$ cat config.mk
export PLATFORM = sky130hd
export DESIGN_NAME = mem_arbiter_flat
export DESIGN_NICKNAME = d
export VERILOG_FILES = /design/src/rtl/mem_arbiter_pkg.sv /design/src/rtl/mem_arbiter_if.sv /design/src/rtl/mem_arbiter.sv /design/src/flat_wrapper.sv
export SDC_FILE = /design/constraint.sdc
export NUM_CORES = 1
export LEC_CHECK = 0
export ABC_AREA = 1
export CORE_MARGIN = 5
export CORE_UTILIZATION = 54
export DETAILED_ROUTE_END_ITERATION = 10
export PLACE_DENSITY = 0.85
export SYNTH_ARGS = -nofsm -noshare
export SYNTH_HDL_FRONTEND = slang
export SYNTH_SLANG_ARGS = --single-unit
$ cat constraint.sdc
create_clock -name clk -period 5.4 [get_ports clk]
set_input_delay 0.54 -clock clk [delete_from_list [all_inputs] [get_ports clk]]
set_output_delay 0.54 -clock clk [all_outputs]
set_load 0.05 [all_outputs]
$ cat src/rtl/mem_arbiter_pkg.sv
// Shared FSM state encodings, access-width codes and owner tags for the memory arbiter.
// Latency: n/a (types only); backpressure: n/a.
package mem_arbiter_pkg;

  typedef enum logic [1:0] {
    ST_IDLE  = 2'd0,
    ST_READ  = 2'd1,
    ST_WRITE = 2'd2,
    ST_DONE  = 2'd3
  } state_e;

  localparam logic [1:0] WIDTH_BYTE = 2'b00;
  localparam logic [1:0] WIDTH_HALF = 2'b01;
  localparam logic [1:0] WIDTH_WORD = 2'b10;

  typedef enum logic {
    OWN_IF  = 1'b0,
    OWN_MEM = 1'b1
  } owner_e;

  // Unused code 2'b11 is treated as a full word.
  function automatic logic [2:0] width_bytes(input logic [1:0] w);
    case (w)
      WIDTH_BYTE: width_bytes = 3'd1;
      WIDTH_HALF: width_bytes = 3'd2;
      default:    width_bytes = 3'd4;
    endcase
  endfunction

endpackage

$ cat src/rtl/mem_arbiter_if.sv
// Fetch, data and byte-RAM signals of the memory arbiter; slave = arbiter side, master = environment.
// Latency/backpressure: defined by mem_arbiter (req held until done, stall while waiting).
interface mem_arbiter_if;
  logic        if_req;
  logic [31:0] if_addr;
  logic        if_flush;
  logic [31:0] if_data;
  logic        if_done;

  logic        mem_req;
  logic        mem_we;
  logic [31:0] mem_addr;
  logic [1:0]  mem_width;
  logic [31:0] mem_wdata;
  logic [31:0] mem_rdata;
  logic        mem_done;

  logic        if_stall_req;
  logic        mem_stall_req;

  logic [31:0] ram_addr;
  logic        ram_we;
  logic [7:0]  ram_dout;
  logic [7:0]  ram_din;

  modport slave (
    input  if_req, if_addr, if_flush, mem_req, mem_we, mem_addr, mem_width, mem_wdata, ram_din,
    output if_data, if_done, mem_rdata, mem_done, if_stall_req, mem_stall_req,
           ram_addr, ram_we, ram_dout
  );

  modport master (
    output if_req, if_addr, if_flush, mem_req, mem_we, mem_addr, mem_width, mem_wdata, ram_din,
    input  if_data, if_done, mem_rdata, mem_done, if_stall_req, mem_stall_req,
           ram_addr, ram_we, ram_dout
  );
endinterface

$ cat src/rtl/mem_arbiter.sv
// Arbitrates fetch and data requests (data first, non-preemptive) onto a byte-wide synchronous RAM.
// Latency: read N+2, write N+1 cycles from grant (N=1/2/4 bytes); requesters stall until their done.
module mem_arbiter
  import mem_arbiter_pkg::*;
(
  input  logic         clk,
  input  logic         rst,
  mem_arbiter_if.slave bus
);

  state_e      state_q;
  owner_e      owner_q;
  logic [2:0]  cnt_q;
  logic [2:0]  n_q;
  logic [31:0] base_q;
  logic [31:0] wdata_q;
  logic [23:0] rbuf_q;
  logic [31:0] if_data_q;
  logic [31:0] mem_rdata_q;
  logic        if_done_q;
  logic        mem_done_q;
  logic [31:0] ram_addr_q;
  logic        ram_we_q;
  logic [7:0]  ram_dout_q;

  logic [2:0]  cnt_d;
  logic [31:0] rd_word_d;

  assign cnt_d = cnt_q + 3'd1;

  // The last byte is taken straight from ram_din on the edge that enters DONE.
  always_comb begin
    rd_word_d = 32'd0;
    case (n_q)
      3'd1:    rd_word_d = {24'd0, bus.ram_din};
      3'd2:    rd_word_d = {16'd0, bus.ram_din, rbuf_q[7:0]};
      default: rd_word_d = {bus.ram_din, rbuf_q};
    endcase
  end

  always_ff @(posedge clk) begin
    if (rst) begin
      state_q     <= ST_IDLE;
      owner_q     <= OWN_IF;
      cnt_q       <= 3'd0;
      n_q         <= 3'd0;
      base_q      <= 32'd0;
      wdata_q     <= 32'd0;
      rbuf_q      <= 24'd0;
      if_data_q   <= 32'd0;
      mem_rdata_q <= 32'd0;
      if_done_q   <= 1'b0;
      mem_done_q  <= 1'b0;
      ram_addr_q  <= 32'd0;
      ram_we_q    <= 1'b0;
      ram_dout_q  <= 8'd0;
    end else begin
      case (state_q)
        ST_IDLE: begin
          cnt_q  <= 3'd0;
          rbuf_q <= 24'd0;
          if (bus.mem_req) begin
            owner_q    <= OWN_MEM;
            base_q     <= bus.mem_addr;
            n_q        <= width_bytes(bus.mem_width);
            wdata_q    <= bus.mem_wdata;
            ram_addr_q <= bus.mem_addr;
            ram_we_q   <= bus.mem_we;
            ram_dout_q <= bus.mem_we ? bus.mem_wdata[7:0] : 8'd0;
            state_q    <= bus.mem_we ? ST_WRITE : ST_READ;
          end else if (bus.if_req && !bus.if_flush) begin
            owner_q    <= OWN_IF;
            base_q     <= bus.if_addr;
            n_q        <= 3'd4;
            ram_addr_q <= bus.if_addr;
            state_q    <= ST_READ;
          end
        end

        ST_READ: begin
          if (owner_q == OWN_IF && bus.if_flush) begin
            ram_addr_q <= 32'd0;
            cnt_q      <= 3'd0;
            state_q    <= ST_IDLE;
          end else if (cnt_q == n_q) begin
            ram_addr_q <= 32'd0;
            cnt_q      <= 3'd0;
            state_q    <= ST_DONE;
            if (owner_q == OWN_MEM) begin
              mem_rdata_q <= rd_word_d;
              mem_done_q  <= 1'b1;
            end else begin
              if_data_q <= rd_word_d;
              if_done_q <= 1'b1;
            end
          end else begin
            case (cnt_q)
              3'd1:    rbuf_q[7:0]   <= bus.ram_din;
              3'd2:    rbuf_q[15:8]  <= bus.ram_din;
              3'd3:    rbuf_q[23:16] <= bus.ram_din;
              default: ;
            endcase
            cnt_q      <= cnt_d;
            ram_addr_q <= (cnt_d == n_q) ? 32'd0 : base_q + {29'd0, cnt_d};
          end
        end

        ST_WRITE: begin
          if (cnt_d == n_q) begin
            ram_we_q   <= 1'b0;
            ram_addr_q <= 32'd0;
            ram_dout_q <= 8'd0;
            cnt_q      <= 3'd0;
            mem_done_q <= 1'b1;
            state_q    <= ST_DONE;
          end else begin
            cnt_q      <= cnt_d;
            ram_addr_q <= base_q + {29'd0, cnt_d};
            ram_dout_q <= wdata_q[{cnt_d[1:0], 3'b000} +: 8];
          end
        end

        ST_DONE: begin
          if_done_q  <= 1'b0;
          mem_done_q <= 1'b0;
          state_q    <= ST_IDLE;
        end

        default: state_q <= ST_IDLE;
      endcase
    end
  end

  assign bus.if_data       = if_data_q;
  assign bus.if_done       = if_done_q;
  assign bus.mem_rdata     = mem_rdata_q;
  assign bus.mem_done      = mem_done_q;
  assign bus.ram_addr      = ram_addr_q;
  assign bus.ram_we        = ram_we_q;
  assign bus.ram_dout      = ram_dout_q;
  assign bus.if_stall_req  = bus.if_req & ~if_done_q;
  assign bus.mem_stall_req = bus.mem_req & ~mem_done_q;

endmodule

$ cat src/flat_wrapper.sv
// flat-port wrapper written by rule: the top's interface ports become plain ports
module mem_arbiter_flat import mem_arbiter_pkg::*;
  (clk, rst, bus_if_req, bus_if_addr, bus_if_flush, bus_mem_req, bus_mem_we, bus_mem_addr, bus_mem_width, bus_mem_wdata, bus_ram_din, bus_if_data, bus_if_done, bus_mem_rdata, bus_mem_done, bus_if_stall_req, bus_mem_stall_req, bus_ram_addr, bus_ram_we, bus_ram_dout);
  mem_arbiter_if bus_i ();
  input  logic clk;
  input  logic rst;
  input wire logic [$bits(bus_i.if_req)-1:0] bus_if_req;
  input wire logic [$bits(bus_i.if_addr)-1:0] bus_if_addr;
  input wire logic [$bits(bus_i.if_flush)-1:0] bus_if_flush;
  input wire logic [$bits(bus_i.mem_req)-1:0] bus_mem_req;
  input wire logic [$bits(bus_i.mem_we)-1:0] bus_mem_we;
  input wire logic [$bits(bus_i.mem_addr)-1:0] bus_mem_addr;
  input wire logic [$bits(bus_i.mem_width)-1:0] bus_mem_width;
  input wire logic [$bits(bus_i.mem_wdata)-1:0] bus_mem_wdata;
  input wire logic [$bits(bus_i.ram_din)-1:0] bus_ram_din;
  output wire logic [$bits(bus_i.if_data)-1:0] bus_if_data;
  output wire logic [$bits(bus_i.if_done)-1:0] bus_if_done;
  output wire logic [$bits(bus_i.mem_rdata)-1:0] bus_mem_rdata;
  output wire logic [$bits(bus_i.mem_done)-1:0] bus_mem_done;
  output wire logic [$bits(bus_i.if_stall_req)-1:0] bus_if_stall_req;
  output wire logic [$bits(bus_i.mem_stall_req)-1:0] bus_mem_stall_req;
  output wire logic [$bits(bus_i.ram_addr)-1:0] bus_ram_addr;
  output wire logic [$bits(bus_i.ram_we)-1:0] bus_ram_we;
  output wire logic [$bits(bus_i.ram_dout)-1:0] bus_ram_dout;
  assign bus_i.if_req = bus_if_req;
  assign bus_i.if_addr = bus_if_addr;
  assign bus_i.if_flush = bus_if_flush;
  assign bus_i.mem_req = bus_mem_req;
  assign bus_i.mem_we = bus_mem_we;
  assign bus_i.mem_addr = bus_mem_addr;
  assign bus_i.mem_width = bus_mem_width;
  assign bus_i.mem_wdata = bus_mem_wdata;
  assign bus_i.ram_din = bus_ram_din;
  assign bus_if_data = bus_i.if_data;
  assign bus_if_done = bus_i.if_done;
  assign bus_mem_rdata = bus_i.mem_rdata;
  assign bus_mem_done = bus_i.mem_done;
  assign bus_if_stall_req = bus_i.if_stall_req;
  assign bus_mem_stall_req = bus_i.mem_stall_req;
  assign bus_ram_addr = bus_i.ram_addr;
  assign bus_ram_we = bus_i.ram_we;
  assign bus_ram_dout = bus_i.ram_dout;
  mem_arbiter u_core (.clk(clk), .rst(rst), .bus(bus_i));
endmodule
# Yosys cells after proc, flatten, opt, wreduce, memory -nomap -nowiden
# Cells that the tools add are included.
# word_totals
register_bits	204
inputBits	112
output_inout_bits	109
wordCells	117
# op_classes
addsub	2
eq_ne	23
n_shift	1
muxes	45
bitwise_logic	6
reduce_logical	24
# ops
op	count
$mux W32	5
$pmux W32 S3	1
$pmux W32 S2	1
$mux W24	2
$mux W8	6
$pmux W24 S2	1
$add A32 B3 Y32	1
$shiftx A32 B6 Y8	1
$reduce_and A4 Y1	6
$pmux W8 S2	1
$mux W3	5
$mux W2	6
$ne A2 B2 Y1 const B	6
$mux W1	11
$eq A3 B2 Y1 const B	3
$pmux W3 S3	1
$ne A2 B1 Y1 const B	4
$pmux W2 S4	1
$reduce_and A2 Y1	4
$reduce_bool A2 Y1	4
$eq A3 B1 Y1 const B	2
$eq A3 B3 Y1	2
$pmux W3 S2	1
$reduce_and A3 Y1	2
14 further kinds	24

# Logic depth before layout (Yosys ltp)
# Gate-level depths: netlist of run 1.
# logic_depth
ltp_word	6
mapped_depth	18

# Worst setup path after synthesis of run 1
# OpenSTA, ideal clock, no wires.
# synth_path
path_kind	register to register
start	register u_core.cnt_q[0]
end	register u_core.ram_addr_q[28] (netlist: u_core.bus.ram_addr[28])
arrival_time_ns	2.758
required_time_ns	5.282
slack_ns	2.525
path_stages_with_launch	18
path_buffers	4
path_cell_list	dfxtp_1 > buf_2 > inv_2 > clkbuf_1 > buf_2 > ha_1 > clkbuf_1 > inv_1 > fa_1 > nand3_1 > nand2_1 > nand3_1 > nor2_1 > nand3b_1 > nor2_1 > nor2_1 > nor2_1 > nor2_1
# synth_via
elab_chain_cells	6
# synth_rtl
element	line	text
start: declaration	mem_arbiter.sv:13	logic [2:0] cnt_q;
start signal: assignment	mem_arbiter.sv:103	cnt_q <= cnt_d;
start signal: assignment	mem_arbiter.sv:117	cnt_q <= cnt_d;
$add A3 B1 Y3	mem_arbiter.sv:29	assign cnt_d = cnt_q + 3'd1;
$add A32 B3 Y32 or $eq A3 B3 Y1 (tied branches)	mem_arbiter.sv:104, mem_arbiter.sv:118, mem_arbiter.sv:109	
$mux W32	mem_arbiter.sv:104, mem_arbiter.sv:109	
$mux W32	mem_arbiter.sv:85	end else if (cnt_q == n_q) begin
$mux W32	mem_arbiter.sv:81	if (owner_q == OWN_IF && bus.if_flush) begin
$pmux W32 S3 (*)	mem_arbiter.sv:58	case (state_q)
end signal: assignment	mem_arbiter.sv:67	ram_addr_q <= bus.mem_addr;
end signal: assignment	mem_arbiter.sv:104	ram_addr_q <= (cnt_d == n_q) ? 32'd0 : base_q + {29'd0, cnt_d};
end signal: assignment	mem_arbiter.sv:118	ram_addr_q <= base_q + {29'd0, cnt_d};
end: declaration	mem_arbiter.sv:22	logic [31:0] ram_addr_q;
# Every way passes the cells marked *; elsewhere a longest branch is shown, timed or not.
# A chain may end at the register's enable or synchronous reset.

# Final worst setup path of run 1
# Same ends and word-level chain as after synthesis.

==> metrics.txt, run 1 <==
sequential power share=35.2%; Final Cell Area=about 0.012 mm2; Die H=roughly 140 um; fin nets=roughly 1.6k; final WL=28,500 um; Synth cell types=37; Worst setup SP type=flop; Port Buffers=220; commonest non-fill, non-tap cell in the layout=nand2_1; post-DP HPWL=around 20,000 um; first-pass GRT wire length=45,400 um; Root Buffer=clkbuf_16; Clock Latency Late Sink=slightly below 0.5 ns; Post-Syn Area per Cell=7.07 um2; status=completed; final core utilization=71.5%; Gate Count Post-Synth=1,354; core area=between 0.015 and 0.02 mm2; Max Clk Rate=289 MHz; Critical Path Sink Type=flop; Setup CP Type=flop to flop; io pins=221; antenna violations before repair=0; Tcrit/Tclk final=64.1%; Pint=3.53 mW; worst setup margin=1.94 ns; Post-DP Area=0.0117 mm2; PwrDens=498 mW/mm2; DRC Markers=0; gr usage total=26.9%; deepest clock path buffer count=3; Cell Rows=48; Hold Fails Final Rpt=0; DIE WIDTH=143 um; sw frac=42.9%; Inst Count DP=1,722; layout cells sized above 1=4.04%; CTS tree=yes; die area=around 0.02 mm2; diode count=0; Syn-to-layout area delta=29.8%; cts hold-fix bufs=0; CTS buffer count=21; number of synthesized flops with an enable pin=0; Max VDD drop=approximately 340 uV; grt ovf=0; gp weighted congestion=0.947; Clock power frac=23.0%; post-route minimum period=3.46 ns; non-filler cells in the finished layout=1,760; LEAKAGE=4.75 nW; largest net degree at the start of global routing=roughly 110; filler instances=around 1.4k; RSZ-0062 raised after global routing=no; sw power=2.65 mW; vias=9,693; Comb pwr share=41.8%; pre-CTS setup slack=2.06 ns; top_reg_cell synth=dfxtp_1; CTS H-Tree Depth=1; initial DRC count=slightly above 800; Reg clk slew, reported paths=0.06 ns; Mapped Nets=1,479; number of global-route vias before repair=9,082; CP Data Arrival Time=about 3.8 ns; DR vias/cell=5.51; WP data required=5.78 ns; synthesis-stage register bit count=204; Max Clock Skew=0.00943 ns; drt wl/cell=16.2 um; YS warnings=0; Worst Tran Pin Value=roughly 1.2 ns; final setup fails=0; Max-Cap Viols=0; relative slew slack=19.8%; R2R Setup Slk=1.94 ns; fraction of the yosys area taken by sequential cells=42.7%; worst hold path type=flop to flop; setup total negative slack=0 ns; asr flop ratio synth=0%; Initial Util=55.1%; Synth Cell Area=0.00957 mm2; final hold slack=0.458 ns; worst-path maximum fanout=22; clk sinks=204; overall power consumption=6.18 mW; most frequent cells in the layout=nand2_1, nor2_1, clkdlybuf4s50_1, dfxtp_1, a21oi_1; Max Slew Vio Count=0; post-CTS setup buffers=0; Antenna Nets Post-Route=0; Initial DRT Pass Iterations=5; CTS resizes=0
-- synth_stat cells (2+ instances only) --
cell,number,area (um2)
nand2_2,3,18.8
nand3b_1,2,15.0
a31oi_1,8,50.1
mux2i_1,32,320
nand4_1,9,56.3
o21a_1,2,15.0
buf_2,20,100
o21ai_0,127,636
nand3_2,2,20.0
nor2_2,2,12.5
buf_4,3,22.5
dfxtp_1,204,4080
nand3_1,82,410
or2_2,2,12.5
a21oi_1,133,666
ha_1,12,150
nor2_1,248,931
xnor2_1,4,35.0
inv_2,5,18.8
nand2_1,256,961
inv_1,66,248
xor2_1,10,87.6
a211oi_1,33,248
o22ai_1,12,75.1
nor3_1,2,10.0
and2_1,2,12.5
clkbuf_1,58,218
a21o_1,6,45.0
-- critical path, stage by stage (launching register included) --
cell,delay [ns]
dfxtp_1,0.75
inv_2,0.31
ha_1,0.50
inv_1,0.27
fa_1,0.28
nand3_1,0.09
nand2_1,0.17
nand3_1,0.15
nor2_1,0.41
nand3b_1,0.13
nor2_1,0.10
nor2_1,0.05
nor2_1,0.08
nor2_1,0.04
-- cells by family (layout without fill, tap and decap cells) --
family | after synthesis | in the layout | share of synthesized area, %
AOI/OAI and AO/OA | 326 | 326 | 18.6
and+or+nand+nor | 612 | 612 | 25.9
adders and majority gates | 13 | 13 | 1.78
xor gates and xnor gates | 14 | 14 | 1.28
buffers and inverters | 153 | 334 | 6.38
muxes | 32 | 32 | 3.35
DFF | 204 | 204 | 42.7
-- power by group through the flow --
stage / Sequential [mW] / Clock [mW] / Combinational, mW
2_1_floorplan: 2.68 / 0 / 1.28
3_3_place_gp: 2.18 / 0 / 2.52
3_5_place_dp: 2.19 / 0 / 2.56
4_1_cts: 2.16 / 1.43 / 2.58
5_1_grt: 2.22 / 1.50 / 2.81
6_report: 2.17 / 1.42 / 2.59
-- per-layer routing --
| metal | global-route usage (%) | routed length [um] | up-vias |
|---|---|---|---|
| met1 | 36.3 | 12100 | 4394 |
| met4 | 9.55 | 898 | 0 |
| met3 | 4.69 | 2400 | 66 |
| met2 | 43.5 | 13100 | 413 |
| li1 | - | - | 4820 |
| met5 | 0 | 0 | - |
-- registers in the layout, indices dropped and copies added, names as in the netlist --
name / count
u_core.base_q: 32
u_core.bus.if_data: 32
u_core.bus.mem_rdata: 32
u_core.bus.ram_addr: 32
u_core.wdata_q: 32
u_core.rbuf_q: 24
u_core.bus.ram_dout: 8
u_core.cnt_q: 3
u_core.n_q: 3
u_core.state_q: 2
u_core.bus.if_done: 1
u_core.bus.mem_done: 1
u_core.bus.ram_we: 1
u_core.owner_q: 1
-- path summary, 6_finish.rpt --
check / start / to / cells past startpoint
max: u_core.cnt_q[0] / u_core.bus.ram_addr[28] / 13
min: u_core.rbuf_q[9] / u_core.rbuf_q[9] / 2
max reg2reg: u_core.cnt_q[0] / u_core.bus.ram_addr[28] / 13
min reg2reg: u_core.rbuf_q[9] / u_core.rbuf_q[9] / 2
-- final cells by class --
cell class                 count  area (um2)  area share [%]
tap                          225         282            2.27
clock inverter                13         125            1.01
multi-input combinational    997        4880            39.3
sequential                   204        4080            32.9
clock buffer                  25         551            4.43
inverter                      71         267            2.15
timing repair buffer         225        2230            18.0
Note: power is estimated with default switching activity, not from simulation.
==> run 2, diff against run 1 <==
CORE_UTILIZATION = 46   (was 54)
PLACE_DENSITY = 0.77   (was 0.85)
clock period = 2.8 ns   (was 5.4 ns; I/O delays follow)
==> metrics.txt, run 2 (synthesis results as in run 1) <==
Hold Fails Final Rpt=0; R2R depth=11; io pins=about 220; worst r2r src=u_core.cnt_q[1]; first-pass GRT wire length=46,200 um; Syn-to-layout area delta=32.0%; commonest non-fill, non-tap cell in the layout=nand2_1; Clock Latency Late Sink=roughly 0.52 ns; Cell Rows=52; Die H=154 um; WP data required=3.23 ns; relative slew slack=between 30 and 40%; initial DRC count=620; post-route minimum period=2.54 ns; final setup fails=0; Max Clk Rate=393 MHz; worst-path maximum fanout=7; status=completed; R2R Setup Slk=between 0.2 and 0.3 ns; LEAKAGE=4.83 nW; PwrDens=954 mW/mm2; number of global-route vias before repair=9,186; Max VDD drop=569 uV; post-DP HPWL=~21,000 um; Reg clk slew, reported paths=about 0.060 ns; RSZ-0062 raised after global routing=no; grt ovf=0; setup total negative slack=0 ns; Initial Util=47.0%; Crit path top cell by count=ha_1; DR vias/cell=roughly 5.3; fin nets=1,663; post-CTS setup buffers=0; slowest stage cell, crit path=ha_1; vias=9,711; final WL=approximately 30,000 um; worst hold path type=input pin to flop; Worst setup SP type=flop; pre-CTS setup slack=0.289 ns; worst setup margin=0.259 ns; deepest clock path buffer count=3; DRC Markers=0; Root Buffer=clkbuf_16; CTS buffer count=22; Antenna Nets Post-Route=0; Max Slew Vio Count=0; R2R Path End=u_core.bus.ram_addr[14]; Critical Path Sink Type=flop; Max Clock Skew=0.0222 ns; largest net degree at the start of global routing=63; CP cell instances=ha_1 > ha_1 > inv_1 > ha_1 > nand3_1 > nand2_1 > nand3_1 > nor2_2 > xor2_1 > nand2_1 > a21oi_1; CTS H-Tree Depth=1; WHS Path Cells=3; gp weighted congestion=0.903; drt wl/cell=16.0 um; Worst Hold Launch=bus_mem_req; Port Buffers=220; Setup CP Type=flop to flop; layout cells sized above 1=under 10%; clk sinks=204; gr usage total=23.2%; Initial DRT Pass Iterations=5; most frequent cells in the layout=nand2_1, nor2_1, clkdlybuf4s50_1, dfxtp_1, a21oi_1; CTS tree=yes; Max stage delay on crit path=~0.36 ns; cts hold-fix bufs=0; CTS resizes=0; final core utilization=62.0%; antenna violations before repair=1; Worst Tran Pin Value=0.956 ns; Max-Cap Viols=0; die area=roughly 0.024 mm2; CP Data Arrival Time=2.97 ns; Tcrit/Tclk final=90.8%; core area=0.0204 mm2; Hold Path Sink=u_core.owner_q; DIE WIDTH=154 um
run 2: changes by cell type in the layout (fill, tap and decap cells not counted), moves of 2 or more:
| cell | delta |
|---|---|
| clkinv_2 | -4 |
| clkbuf_8 | +4 |
| buf_4 | +17 |
| bufinv_16 | -2 |
run 2: per-layer routing:
| layer | global-route usage, % | part of all wire (%) |
|---|---|---|
| met2 | 37.8 | 45 |
| met4 | 9.84 | 4.0 |
| met3 | 3.69 | 7.8 |
| met5 | 0 | 0 |
| met1 | 30.8 | 43 |
run 2: report_power, final:
part           leakage [nW]  internal [mW]  switching, mW
Clock                 0.338           1.58           1.18
Combinational          2.82           1.65           3.44
Sequential             1.67           3.63          0.561
run 2: how the worst max path moves through the flow:
stage | from | endpoint | slack, ns | cells after the start
after CTS | u_core.cnt_q[1] | u_core.bus.ram_addr[14] | 0.27 | 11
after global routing | u_core.cnt_q[1] | u_core.bus.ram_addr[30] | 0.02 | 12
after detailed placement | u_core.cnt_q[1] | u_core.bus.ram_addr[30] | 0.29 | 12
final | u_core.cnt_q[1] | u_core.bus.ram_addr[14] | 0.26 | 11
after floorplan | u_core.cnt_q[0] | u_core.bus.ram_addr[28] | 0.02 | 17
after global placement | u_core.cnt_q[0] | u_core.bus.ram_addr[30] | 0.39 | 12
run 2: layout make-up:
cell class	instances	area, um2
Fill cell	1847	7730
Multi-Input combinational cell	997	4880
Sequential cell	204	4080
Timing Repair Buffer	242	2370
Clock buffer	30	631
Tap cell	270	338
Inverter	71	267
Clock inverter	8	60.1
Antenna cell	1	2.50
run 2: worst max-delay path: cells and delay by family, from the launching register on:
kind            cells  cell delay, ns
compound gates      1            0.14
xor+xnor            1            0.18
fa+ha+maj           3            0.85
buf+inv             1            0.07
flops               1            0.35
simple gates        5            0.87
run 2: metrics by stage:
stage / area (um2) / hold slack, ns / instances / total power [mW]
2_1_floorplan: 9570 / 0.430 / 1354 / 7.63
3_3_place_gp: 11900 / 0.439 / 1784 / 9.19
3_5_place_dp: 11900 / 0.445 / 1784 / 9.28
4_1_cts: 12600 / 0.141 / 1822 / 12.1
5_1_grt: 12600 / 0.187 / 1823 / 12.7
6_report: 12600 / 0.157 / 1823 / 12.0
